[src/rtl/hazard_stall_controller.sv]
// Pipeline sequencing for the 5-stage core: resolves the hazards that operand
// forwarding cannot (load-use, taken branch, data-memory wait), guards long
// memory waits with a watchdog and keeps saturating stall/flush counters.
module hazard_stall_controller #(
  parameter int MEM_TIMEOUT = 64,
  parameter int CNT_W       = 32
) (
  input  logic             clk,
  input  logic             reset,
  input  logic [4:0]       IF_ID_RS1,
  input  logic [4:0]       IF_ID_RS2,
  input  logic [4:0]       ID_EX_RD,
  input  logic             ID_EX_MemRead,
  input  logic             branch_taken,
  input  logic             mem_req,
  input  logic             mem_ready,
  output logic             PC_Write,
  output logic             IF_ID_Write,
  output logic             IF_ID_Flush,
  output logic             ID_EX_Write,
  output logic             ID_EX_Flush,
  output logic             EX_MEM_Write,
  output logic             MEM_WB_Flush,
  output logic             mem_error,
  output logic [CNT_W-1:0] stall_cycles,
  output logic [CNT_W-1:0] flush_events
);

  localparam int WAIT_W = $clog2(MEM_TIMEOUT + 1);
  localparam logic [WAIT_W-1:0] WAIT_LIMIT = WAIT_W'(MEM_TIMEOUT);
  localparam logic [CNT_W-1:0]  CNT_MAX    = {CNT_W{1'b1}};

  typedef enum logic [1:0] {
    RUN      = 2'd0,
    MEM_WAIT = 2'd1,
    ERROR    = 2'd2
  } state_t;

  state_t            state_reg, state_next;
  logic [WAIT_W-1:0] wait_cnt_reg, wait_cnt_next;

  logic mem_stall;
  logic load_use;
  logic live;
  logic stall_inc;
  logic flush_inc;

  // x0 is hard-wired zero, so a load targeting it can never feed ID.
  assign mem_stall = mem_req & ~mem_ready;
  assign load_use  = ID_EX_MemRead & (ID_EX_RD != 5'd0) &
                     ((ID_EX_RD == IF_ID_RS1) | (ID_EX_RD == IF_ID_RS2));

  // ERROR freezes the counters; only RUN and MEM_WAIT cycles are accounted.
  assign live      = (state_reg != ERROR);
  assign stall_inc = live & (mem_stall | (load_use & ~branch_taken));
  assign flush_inc = (state_reg == RUN) & branch_taken & ~mem_stall;

  assign mem_error = (state_reg == ERROR);

  // State and wait-counter registers with asynchronous clear.
  always_ff @(posedge clk or posedge reset) begin
    if (reset) begin
      state_reg    <= RUN;
      wait_cnt_reg <= '0;
    end else begin
      state_reg    <= state_next;
      wait_cnt_reg <= wait_cnt_next;
    end
  end

  // Next state: track consecutive stalled cycles and trip the watchdog once
  // the counter already equals the limit and the access is still pending.
  always_comb begin
    state_next    = state_reg;
    wait_cnt_next = wait_cnt_reg;
    case (state_reg)
      RUN: begin
        if (mem_stall) begin
          state_next    = MEM_WAIT;
          wait_cnt_next = WAIT_W'(1);
        end else begin
          wait_cnt_next = '0;
        end
      end
      MEM_WAIT: begin
        if (mem_stall) begin
          if (wait_cnt_reg == WAIT_LIMIT) begin
            state_next = ERROR;
          end else begin
            wait_cnt_next = wait_cnt_reg + WAIT_W'(1);
          end
        end else begin
          // Either mem_ready arrived or the request was withdrawn.
          state_next    = RUN;
          wait_cnt_next = '0;
        end
      end
      ERROR: begin
        state_next    = ERROR;
        wait_cnt_next = '0;
      end
      default: begin
        state_next    = RUN;
        wait_cnt_next = '0;
      end
    endcase
  end

  // Pipeline controls, highest priority first: reset/ERROR kill, memory
  // freeze, branch flush, load-use bubble.
  always_comb begin
    PC_Write     = 1'b1;
    IF_ID_Write  = 1'b1;
    IF_ID_Flush  = 1'b0;
    ID_EX_Write  = 1'b1;
    ID_EX_Flush  = 1'b0;
    EX_MEM_Write = 1'b1;
    MEM_WB_Flush = 1'b0;
    if (reset || (state_reg == ERROR)) begin
      PC_Write     = 1'b0;
      IF_ID_Write  = 1'b0;
      ID_EX_Write  = 1'b0;
      EX_MEM_Write = 1'b0;
      IF_ID_Flush  = 1'b1;
      ID_EX_Flush  = 1'b1;
      MEM_WB_Flush = 1'b1;
    end else if (mem_stall) begin
      // Hold everything upstream of MEM; EX is re-evaluated after release.
      PC_Write     = 1'b0;
      IF_ID_Write  = 1'b0;
      ID_EX_Write  = 1'b0;
      EX_MEM_Write = 1'b0;
      MEM_WB_Flush = 1'b1;
    end else if (branch_taken) begin
      // ID holds a wrong-path instruction, so a load-use match is moot.
      PC_Write    = 1'b1;
      IF_ID_Flush = 1'b1;
      ID_EX_Flush = 1'b1;
    end else if (load_use) begin
      PC_Write    = 1'b0;
      IF_ID_Write = 1'b0;
      ID_EX_Flush = 1'b1;
    end
  end

  // Saturating stall counter.
  always_ff @(posedge clk or posedge reset) begin
    if (reset) begin
      stall_cycles <= '0;
    end else if (stall_inc && (stall_cycles != CNT_MAX)) begin
      stall_cycles <= stall_cycles + CNT_W'(1);
    end
  end

  // Saturating branch-flush counter.
  always_ff @(posedge clk or posedge reset) begin
    if (reset) begin
      flush_events <= '0;
    end else if (flush_inc && (flush_events != CNT_MAX)) begin
      flush_events <= flush_events + CNT_W'(1);
    end
  end

endmodule

[config.mk]
export PLATFORM = sky130hd
export DESIGN_NAME = hazard_stall_controller
export DESIGN_NICKNAME = d
export VERILOG_FILES = /design/src/rtl/hazard_stall_controller.sv
export SDC_FILE = /design/constraint.sdc
export NUM_CORES = 1
export LEC_CHECK = 0
export ABC_AREA = 1
export CAP_MARGIN = 20
export CORE_MARGIN = 5
export CORE_UTILIZATION = 45
export CTS_CLUSTER_SIZE = 16
export DETAILED_ROUTE_END_ITERATION = 7
export GPL_ROUTABILITY_DRIVEN = 0
export PLACE_DENSITY = 0.74
export SYNTH_ARGS = -nofsm -noshare
export SYNTH_HDL_FRONTEND = slang
export SYNTH_SLANG_ARGS = --single-unit
[constraint.sdc]
create_clock -name clk -period 2.5 [get_ports clk]
set_input_delay 0.5 -clock clk [delete_from_list [all_inputs] [get_ports clk]]
set_output_delay 0.5 -clock clk [all_outputs]
set_load 0.05 [all_outputs]
# Yosys cells after proc, flatten, opt, wreduce, memory -nomap -nowiden
# Index checks and enable logic that the tools add are counted.
[classes]
eq_ne = 11
n_reduce_logical = 6
n_mux = 23
n_bitwise = 12
n_addsub = 3
[ops]
columns = ["cell", "n"]
rows = [
  ["adder 32 x 1 -> 32 bit, second input constant", 2],
  ["!= test 32 bit, second input constant", 2],
  ["2-to-1 mux 1 bit", 16],
  ["2-to-1 mux 7 bit", 2],
  ["one-hot mux 7 bit (2 select lines)", 1],
  ["== test 5 bit", 2],
  ["adder 7 x 1 -> 7 bit, second input constant", 1],
  ["AND 1 bit", 7],
  ["== test 7 bit, second input constant", 1],
  ["2-to-1 mux 2 bit", 3],
  ["!= test 3 bit, second input constant", 2],
  ["one-hot mux 2 bit (3 select lines)", 1],
  ["nonzero test 5 bit", 1],
  ["!= test 2 bit, second input constant", 2],
  ["NOT 1 bit", 3],
  ["== test 2 x 1 -> 1 bit, second input constant", 1],
  ["== test 2 bit, second input constant", 1],
  ["logical AND 1 bit", 2],
  ["logical NOT 2 bit", 1],
  ["OR 1 bit", 2],
  ["AND reduction 2 bit", 1],
  ["logical OR 1 bit", 1],
]
[totals]
register_bits = 73
output_inout_bits = 72

# Depth between registers and ports, before layout
# Gate-level depths: netlist of run 1.
[logic_depth]
depth_word = 7
ltp_mapped = 12

# Least setup slack after synthesis of run 1
# Ideal clock, no wire load.
[synth_timing]
path_type = "input -> output"
start = "in ID_EX_RD[3]"
end = "out PC_Write"
n_path_buf = 2
t_required_ps = 2000
path_slack_ps = -225
t_arrival_ps = 2225
cell_stages = 9
path_cell_list = "inv_1 -> nand4_1 -> o21ai_0 -> inv_1 -> nand3_1 -> nand2_2 -> buf_2 -> nor2_1 -> buf_4"
[synth_via]
elab_chain_cells = 7
[synth_lines]
columns = ["element", "line", "source"]
rows = [
  ["start, declared", "12", "input logic [4:0] ID_EX_RD,"],
  ["== test 5 bit or nonzero test 5 bit (tied branches)", "51, 50", ""],
  ["OR 1 bit or AND 1 bit (tied branches)", "51, 50", ""],
  ["AND 1 bit (*)", "50", "assign load_use = ID_EX_MemRead & (ID_EX_RD != 5'd0) &"],
  ["2-to-1 mux 1 bit (*) (4 in series)", "n/a", ""],
  ["end, declared", "17", "output logic PC_Write,"],
]
# Every way passes the cells marked *; elsewhere a longest branch is shown, timed or not.

# Worst setup path in the final report of run 1
[layout_timing]
start = "in ID_EX_RD[0]"
end = "out PC_Write"
[layout_via]
elab_chain_cells = 7
[layout_lines]
columns = ["element", "line", "source"]
rows = [
  ["== test 5 bit or nonzero test 5 bit (tied branches)", "51, 50", ""],
  ["OR 1 bit or AND 1 bit (tied branches)", "51, 50", ""],
  ["AND 1 bit (*)", "50", ""],
  ["2-to-1 mux 1 bit (*)", "139", "end else if (load_use) begin"],
  ["2-to-1 mux 1 bit (*)", "134", "end else if (branch_taken) begin"],
  ["2-to-1 mux 1 bit (*)", "127", "end else if (mem_stall) begin"],
  ["2-to-1 mux 1 bit (*)", "119", "if (reset || (state_reg == ERROR)) begin"],
]
# Marked as above.

==> out/results.ini, run 1 <==
[finish]
diodes=0
fillCellCount=1020
nets=856
syn2layout_area_growth_pct=26.3
drive_gt1_share_pct=7.66

[worst_setup_path]
cp_max_fo=4
endpoint_kind=output pin
worst_setup_path_start_kind=input port
r2r_start=stall_cycles[1]$_DFFE_PP0P_
crit_start=ID_EX_RD[0]
arrival_ns=1.85
critPathRequiredTime_ns=2.00
worstSetupPathType=in -> out

[floorplan]
num_rows=38
dieArea_um2=13200
start_util_pct=45.8
die_x_um=115
chipHeight_um=115
core_area_um2=10800
io_pins=93

[sta]
rsz0062_at_grt=no
timing.final.crit_share_pct=94.1
drv_slew=0
tightestPinTransition_ns=0.793
slew_headroom_pct=46.7
fmax_mhz=425
hold_viol=0
finalCriticalPeriod_ns=2.35
skew_ns=0.0126
setup_tns_ns=0
finalSetupViolations=0

[place]
hpwlAfterDp_um=9910
port_buffers=92

[routing]
drc=0
finalWirelength_um=12700
num_vias=4958
vias_per_cell=5.08
drt-pass1-iter-count=5
drt_iter0_drc=290
ant_nets=0
wl_per_cell_um=13.0

[synth]
syn_avg_cell_area_um2=6.75
synth.top_cell.area_share_pct=36.8
synth-seq-cells=73
ys_seq_area_share_pct=36.8
synth_top_family_by_area=simple AND/OR/NAND/NOR gates
synth.distinct_cells=34
synth.area.mux_share_pct=0
synth-simple-area-share_pct=43.0
synth_common_cells=nand2_1, inv_1, nor2_1, dfrtp_1, nand3_1
synth_compound_area_share_pct=3.25
post_synth_fa_ha_maj_area_fraction_pct=1.01
synth_edf_count=0
async_flop_share_pct=100
synthTopCellsByArea=dfrtp_1, nand2_1, nand3_1, inv_1, nor2_1
synth-xor-area-share_pct=7.20
synth_cells=736
synth_top_cell_by_area=dfrtp_1
ys.flop_type=dfrtp_1
synth_area_um2=4970
synthMostInstantiatedCell=nand2_1
syn_nets=761
ys_warn_count=0

[global_route]
grt_pass1_vias=4848
grt_antenna_before_repair=0
grt_use_total_pct=20.2
grt_max_degree=74
grt_pass1_wl_um=21900
grt_overflow=0

[clocking]
cts_tree=built
cts_max_level=3
cts_sinks=73
clk_pin_slew_ns=0.09
clockBufferDepth=2
clk_latency_ns=0.36
numCtsBuffers=9
cts_root_buffer=clkbuf_8

[power_and_ir_drop]
leakagePower_uw=0.00291
ir_worst_vdd_mv=0.548
power_uw=4150
powerDensity_nw_per_um2=661

[flow_run]
maxCapViolations=0

[worst_hold_path]
worstHoldStart=flush_events[15]$_DFFE_PP0P_
hold_path.class=reg -> reg

[run_status]
status=finished, final reports clean

-- layer usage --
| metal | vias up | part of all wire, % | wire (µm) | GRT usage (%) |
|---|---|---|---|---|
| met5 | - | 0 | 0 | 0 |
| met4 | 0 | 2.5 | 315 | 7.12 |
| met3 | 26 | 4.1 | 528 | 3.11 |
| met2 | 133 | 51 | 6460 | 37.6 |
| met1 | 2307 | 43 | 5420 | 23.5 |
| li1 | 2492 | - | - | - |
-- report_power, final --
group / switching, µW / internal (µW)
registers: 256 / 1350
logic: 1050 / 525
clock network: 471 / 495
-- stage by stage --
step	worst slack, ns	area (µm²)	hold slack (ns)	utilization [%]	std cells
6_report	0.148	6270	0.520	57.9	976
5_1_grt	0.0129	6270	0.551	57.9	976
4_1_cts	0.0915	6270	0.521	57.8	976
3_5_place_dp	0.0882	6060	0.509	55.9	960
3_3_place_gp	0.113	6060	0.508	55.9	960
2_1_floorplan	0.0202	4970	0.493	-	736
-- area by class of cell --
| type | instances | area (µm²) | share of cell area, % |
|---|---|---|---|
| Clock buffer | 11 | 141 | 2.25 |
| Timing Repair Buffer | 99 | 1030 | 16.5 |
| Multi-Input combinational cell | 563 | 2720 | 43.3 |
| Clock inverter | 5 | 62.6 | 0.997 |
| Inverter | 85 | 319 | 5.08 |
| Tap cell | 140 | 175 | 2.79 |
| Sequential cell | 73 | 1830 | 29.1 |
-- worst max-delay path: stages --
cell and delay [ns]:
clkdlybuf4s50_1 0.47, inv_1 0.10, nand4_1 0.07, o21ai_0 0.15, inv_1 0.08, nand3_1 0.10
nand2_2 0.07, nor2_4 0.15, buf_12 0.15
-- placed cells by master (no fill, tap or decap), types with 2 or more instances in the layout --
cell type / n
a21oi_1: 4
buf_12: 6
buf_4: 8
clkbuf_8: 10
clkdlybuf4s50_1: 84
clkinvlp_4: 2
dfrtp_1: 73
ha_1: 4
inv_1: 79
inv_2: 6
inv_6: 2
nand2_1: 274
nand2_2: 6
nand2_4: 2
nand3_1: 65
nand3_2: 2
nand3b_1: 11
nand4_1: 11
nor2_1: 75
nor2_2: 9
nor2_4: 3
nor3_1: 25
nor3_2: 3
o21ai_0: 20
xnor2_1: 6
xor2_1: 33
-- worst paths after layout --
check | cells past startpoint | slack, ns | endpoint
worst min-delay path | 1 | 0.52 | flush_events[15]$_DFFE_PP0P_
worst max-delay path | 9 | 0.15 | PC_Write
min in group asynchronous | 3 | 0.57 | wait_cnt_reg[2]$_DFFE_PP0P_
max in group asynchronous | 3 | 1.63 | stall_cycles[16]$_DFFE_PP0P_
worst max register to register | 11 | 0.47 | stall_cycles[31]$_DFFE_PP0P_
worst min register to register | 1 | 0.52 | flush_events[15]$_DFFE_PP0P_
-- cells by family (layout without fill, tap and decap cells) --
logic type                 after synthesis  in the layout
AOI/OAI and AO/OA                       29             29
xor gates and xnor gates                40             40
and+or+nand+nor                        490            490
DFF                                     73             73
adders and majority gates                4              4
buffers and inverters                  100            200
-- repair_timing --
item | 4_1_cts | 5_1_grt
resized for setup | 0 | 2
buffers inserted | 0 | 0
endpoints found under the setup margin | 0 | 2
hold buffers | 0 | 0
No activity file was read; power rests on OpenSTA's default activity.
==> inputs of run 2 (changes only) <==
- SETUP_SLACK_MARGIN: unset -> 0.2
==> run 2 against run 1 <==
- via count is 0.71% higher
- clock power is 14% lower
- register-to-register slack better by 0.02 ns
- first-iteration DRC count is 10% higher
- global-route usage is 0.31 points higher
- clock skew is 0.00061 ns higher
- combinational power hardly changed
- utilization is 0.43 points higher
- critical path depth is 1 lower
- sequential cell count stayed put
- largest cell class unchanged
==> out/results.ini, run 2 (synthesis gave the netlist of run 1 again) <==
[place]
port_buffers=92  ; unchanged
hpwlAfterDp_um=10100  ; was 9910 µm
dp.cells=962  ; was 960
post-place-ws_ns=-0.0842  ; was 0.0882 ns

[finish]
fin_util_pct=58.3  ; was 57.9%
diodes=0  ; unchanged
fin_cells=979  ; was 976
syn2layout_area_growth_pct=27.3  ; was 26.3%
nets=860  ; was 856
drive_gt1_share_pct=8.94  ; was 7.66%
final_common_cell=nand2_1  ; unchanged
final_cell_mix=nand2_1, inv_1, dfrtp_1  ; was nand2_1, clkdlybuf4s50_1, inv_1

[floorplan]
num_rows=38  ; unchanged
start_util_pct=45.8  ; unchanged
die_x_um=115  ; unchanged
core_area_um2=10800  ; unchanged
chipHeight_um=115  ; unchanged
dieArea_um2=13200  ; unchanged
io_pins=93  ; unchanged

[sta]
finalSetupViolations=0  ; unchanged
setup_tns_ns=0  ; unchanged
hold_viol=0  ; unchanged
timing.final.crit_share_pct=90.6  ; was 94.1%
tightestPinTransition_ns=0.778  ; was 0.793 ns
whs_ns=0.516  ; was 0.520 ns
fmax_mhz=441  ; was 425 MHz
drv_slew=0  ; unchanged
slew_headroom_pct=47.6  ; was 46.7%
skew_ns=0.0132  ; was 0.0126 ns
rsz0062_at_grt=yes  ; was no
setup_ws_ns=0.234  ; was 0.148 ns
finalCriticalPeriod_ns=2.27  ; was 2.35 ns

[global_route]
grt_overflow=0  ; unchanged
grt_pass1_vias=4885  ; was 4,848
grt_use_total_pct=20.6  ; was 20.2%
grt_pass1_wl_um=22200  ; was 21,900 µm
grt_max_degree=34  ; was 74
grt_antenna_before_repair=0  ; unchanged

[routing]
drc=0  ; unchanged
num_vias=4993  ; was 4,958
drt_iter0_drc=320  ; was 290
ant_nets=0  ; unchanged
vias_per_cell=5.10  ; was 5.08
wl_per_cell_um=13.5  ; was 13.0 µm
finalWirelength_um=13300  ; was 12,700 µm
drt-pass1-iter-count=4  ; was 5

[clocking]
cts_root_buffer=clkbuf_8  ; unchanged
cts_tree=built  ; unchanged
numCtsBuffers=9  ; unchanged
cts_max_level=3  ; unchanged
cts_sinks=73  ; unchanged
clockBufferDepth=2  ; unchanged
clk_pin_slew_ns=0.08  ; was 0.09 ns
clk_latency_ns=0.36  ; about the same

[worst_setup_path]
arrival_ns=1.77  ; was 1.85 ns
worst_setup_path_start_kind=input port  ; unchanged
endpoint_kind=output pin  ; unchanged
r2r_slack_ns=0.49  ; was 0.47 ns
worstSetupPathType=in -> out  ; unchanged
cp_max_fo=4  ; unchanged
critPathRequiredTime_ns=2.00  ; about the same

[power_and_ir_drop]
powerDensity_nw_per_um2=638  ; was 661 nW/µm²
leakagePower_uw=0.00301  ; was 0.00291 µW
ir_worst_vdd_mv=0.526  ; was 0.548 mV

[run_status]
status=finished, final reports clean  ; unchanged

[flow_run]
maxCapViolations=0  ; unchanged

[worst_hold_path]
hold_path.class=in -> async  ; was reg -> reg

run 2: cell count changes in the layout (fill, tap and decap cells not counted), sizes merged:
cell and delta:
dlymetal6s2s +8, clkbuf +1, bufinv -1, dlygate4sd2 +5, buf +4, inv -3
clkinv +2, clkdlybuf4s50 -13
run 2: worst max-delay path: stages:
cell and delay, ns:
clkdlybuf4s50_1 0.46, inv_1 0.04, nor2_2 0.13, inv_2 0.07
nand2_1 0.09, nand2_1 0.09, a31o_2 0.23, buf_6 0.15
run 2: cell type report:
cell class	instances	area [µm²]
clock buffer	12	145
clock inverter	3	17.5
fill	1024	4520
inverter	85	323
multi-input combinational	563	2750
sequential	73	1830
tap	140	175
timing repair buffer	103	1080
run 2: what timing repair did:
action                                  in CTS  in global routing
pin swaps                                    1                  8
endpoints found under the setup margin       3                 37
buffers inserted                             1                  1
hold buffers                                 0                  0
resized for setup                            9                 18
run 2: worst paths after layout:
check,start,cells after the start,endpoint
worst min register to register,flush_events[5]$_DFFE_PP0P_,1,flush_events[5]$_DFFE_PP0P_
max in group asynchronous,reset,3,stall_cycles[24]$_DFFE_PP0P_
worst max register to register,stall_cycles[1]$_DFFE_PP0P_,11,stall_cycles[27]$_DFFE_PP0P_
worst min-delay path,reset,2,wait_cnt_reg[2]$_DFFE_PP0P_
min in group clk,flush_events[5]$_DFFE_PP0P_,1,flush_events[5]$_DFFE_PP0P_
worst max-delay path,mem_req,8,ID_EX_Flush
run 2: power by group:
| group | leakage (µW) | switching [µW] | total (µW) | internal, µW |
|---|---|---|---|---|
| clock | 0.0000822 | 451 | 831 | 379 |
| combinational | 0.00194 | 1070 | 1600 | 527 |
| sequential | 0.000983 | 252 | 1600 | 1350 |
run 2: metal layers:
metal	vias up	wire length, µm	global-route usage [%]
met3	23	553	3.42
li1	2507	-	-
met1	2355	5500	24.1
met4	0	306	8.53
met5	-	0	0
met2	108	6890	37.1
run 2: stage by stage:
stage	total power, µW	cell area [µm²]
after detailed placement	3220	6080
final	4030	6320
after global routing	4230	6320
after CTS	4050	6250
after floorplan	2660	4980
after global placement	3180	6080
==> variant (config.mk and constraints of run 2) <==
Register the output `mem_error`; this adds one clock of latency there. The other outputs are not delayed to match.
--- a/src/rtl/hazard_stall_controller.sv
+++ b/src/rtl/hazard_stall_controller.sv
@@ -57,3 +57,5 @@
 
-  assign mem_error = (state_reg == ERROR);
+  always_ff @(posedge clk) begin
+    mem_error <= (state_reg == ERROR);
+  end
 
Formal check against the unedited RTL: same outputs for any inputs over 10 cycles, from zero or initial values and one cycle with reset high; that may be too few to reach the edited logic, so the function may still have changed.
==> variant against run 2 <==
  * Critical path depth decreased by 1
  * Area after synthesis up 0.40%
  * Sequential cell count increased by 1
  * Via count is essentially flat
  * First-iteration DRC count shrank 14%
  * Cell area rose by 1.2%
  * Die area increased by 0.36%
  * Power grew 3.8%
  * Highest routed layer unchanged
  * Setup slack gained 31 ps
  * Fmax grew 1.4%
  * Non-clock buffer count down 3
  * Wire length is 2.4% lower
==> variant: results (changes against run 2) <==
Peak VDD IR -> 0.610 mV (was 0.526 mV)
initial antenna violation count -> 0 (unchanged)
Commonest cells post-synth -> nand2_1 (274), inv_1 (80), nor2_1 (77) (unchanged)
hold slack final -> 495 ps (was 516 ps)
port bufs -> 92 (unchanged)
Hold/Removal Path Class -> register to register (was primary input to async pin)
largest net degree at the start of global routing -> 74 (was 34)
Leakage -> 0.00302 uW (was 0.00301 uW)
Net Switching -> 1790 uW (was 1770 uW)
GR Util All Layers -> 0.202 (was 0.206)
status -> completed (unchanged)
fraction of layout cells with a size suffix above 1 -> 0.0931 (was 0.0894)
TritonRoute pass-1 iters -> 5 (was 4)
dpl ws -> 38.5 ps (was -84.2 ps)
Clock transition at path regs -> 70 ps
initial DRC count -> 274 (was 320)
RR Endpoint -> stall_cycles[1] (was stall_cycles[27])
worst reg2reg setup slack -> 530 ps (was 490 ps)
vias in the first global route -> 4808 (was 4885)
post-synthesis sequential area ratio -> 0.370 (was 0.368)
Vias -> 4989 (was 4993)
CP max stage delay -> 460 ps (about the same)
post-DP HPWL -> 9710 um (was 10100 um)
first-pass GRT wire length -> 21900 um (was 22200 um)
Critical Path AT -> 1730 ps (was 1770 ps)
NumNets Final -> 858 (was 860)
Synth Warn # -> 0 (unchanged)
drt total wl -> 12900 um (was 13300 um)
Slew @ Worst Pin -> 731 ps (was 778 ps)
Synth Net Count -> 762 (was 761)
largest cells by area after synthesis -> dfrtp_1 (37%), nand2_1 (21%), nand3_1 (6.5%) (unchanged)
count of unique library cells instantiated by Yosys -> 35 (was 34)
R2R Path Start -> stall_cycles[0] (was stall_cycles[1])
Synth async-reset ratio -> 0.986 (was 1.00)
variant: cells by family after synthesis:
logic type / Yosys count / share of synthesized area
buffers and inverters: 100 / 0.0871
XOR/XNOR: 40 / 0.0718
flip-flops: 74 / 0.370
AO/OA/AOI/OAI: 29 / 0.0324
adder cells (fa/ha/maj): 4 / 0.0100
AND/OR/NAND/NOR: 490 / 0.429
variant: worst register-to-register path: cells and delay by family (launching register included):
family / cells / cell delay, ps
adder cells (fa/ha/maj): 1 / 250
AND/OR/NAND/NOR: 9 / 1150
flip-flops: 1 / 440
buffers and inverters: 1 / 80
variant: through the flow:
| stage | utilization | std cells |
|---|---|---|
| 6_report | 0.590 | 978 |
| 4_1_cts | 0.582 | 976 |
| 5_1_grt | 0.590 | 978 |
| 3_3_place_gp | 0.563 | 959 |
| 2_1_floorplan | - | 737 |
| 3_5_place_dp | 0.563 | 959 |
variant: layer usage:
metal,share of wire,wire [um],vias to the layer above,track usage
met4,0.023,301,0,0.0673
li1,-,-,2501,-
met3,0.059,757,28,0.0416
met2,0.49,6400,146,0.348
met5,0,0,-,0
met1,0.42,5470,2314,0.251
variant: power groups by stage:
stage          Clock, uW  Combinational (uW)  Sequential, uW
6_report             966                1590            1620
5_1_grt             1040                1710            1660
4_1_cts              989                1600            1620
3_5_place_dp           0                1590            1640
3_3_place_gp           0                1570            1640
2_1_floorplan          0                 495            2180
variant: repair_timing:
item | in CTS | in global routing
hold buffers | 0 | 0
setup endpoints to repair | 3 | 17
endpoints found under the hold margin | 0 | 0
resized for setup | 6 | 23
setup buffers | 1 | 2
pin swaps | 4 | 13
variant: area by class of cell:
class,instances,area share
multi-input combinational,563,0.432
sequential,74,0.289
timing repair buffer,100,0.170
inverter,85,0.0504
tap,140,0.0274
clock buffer,11,0.0221
clock inverter,5,0.00978
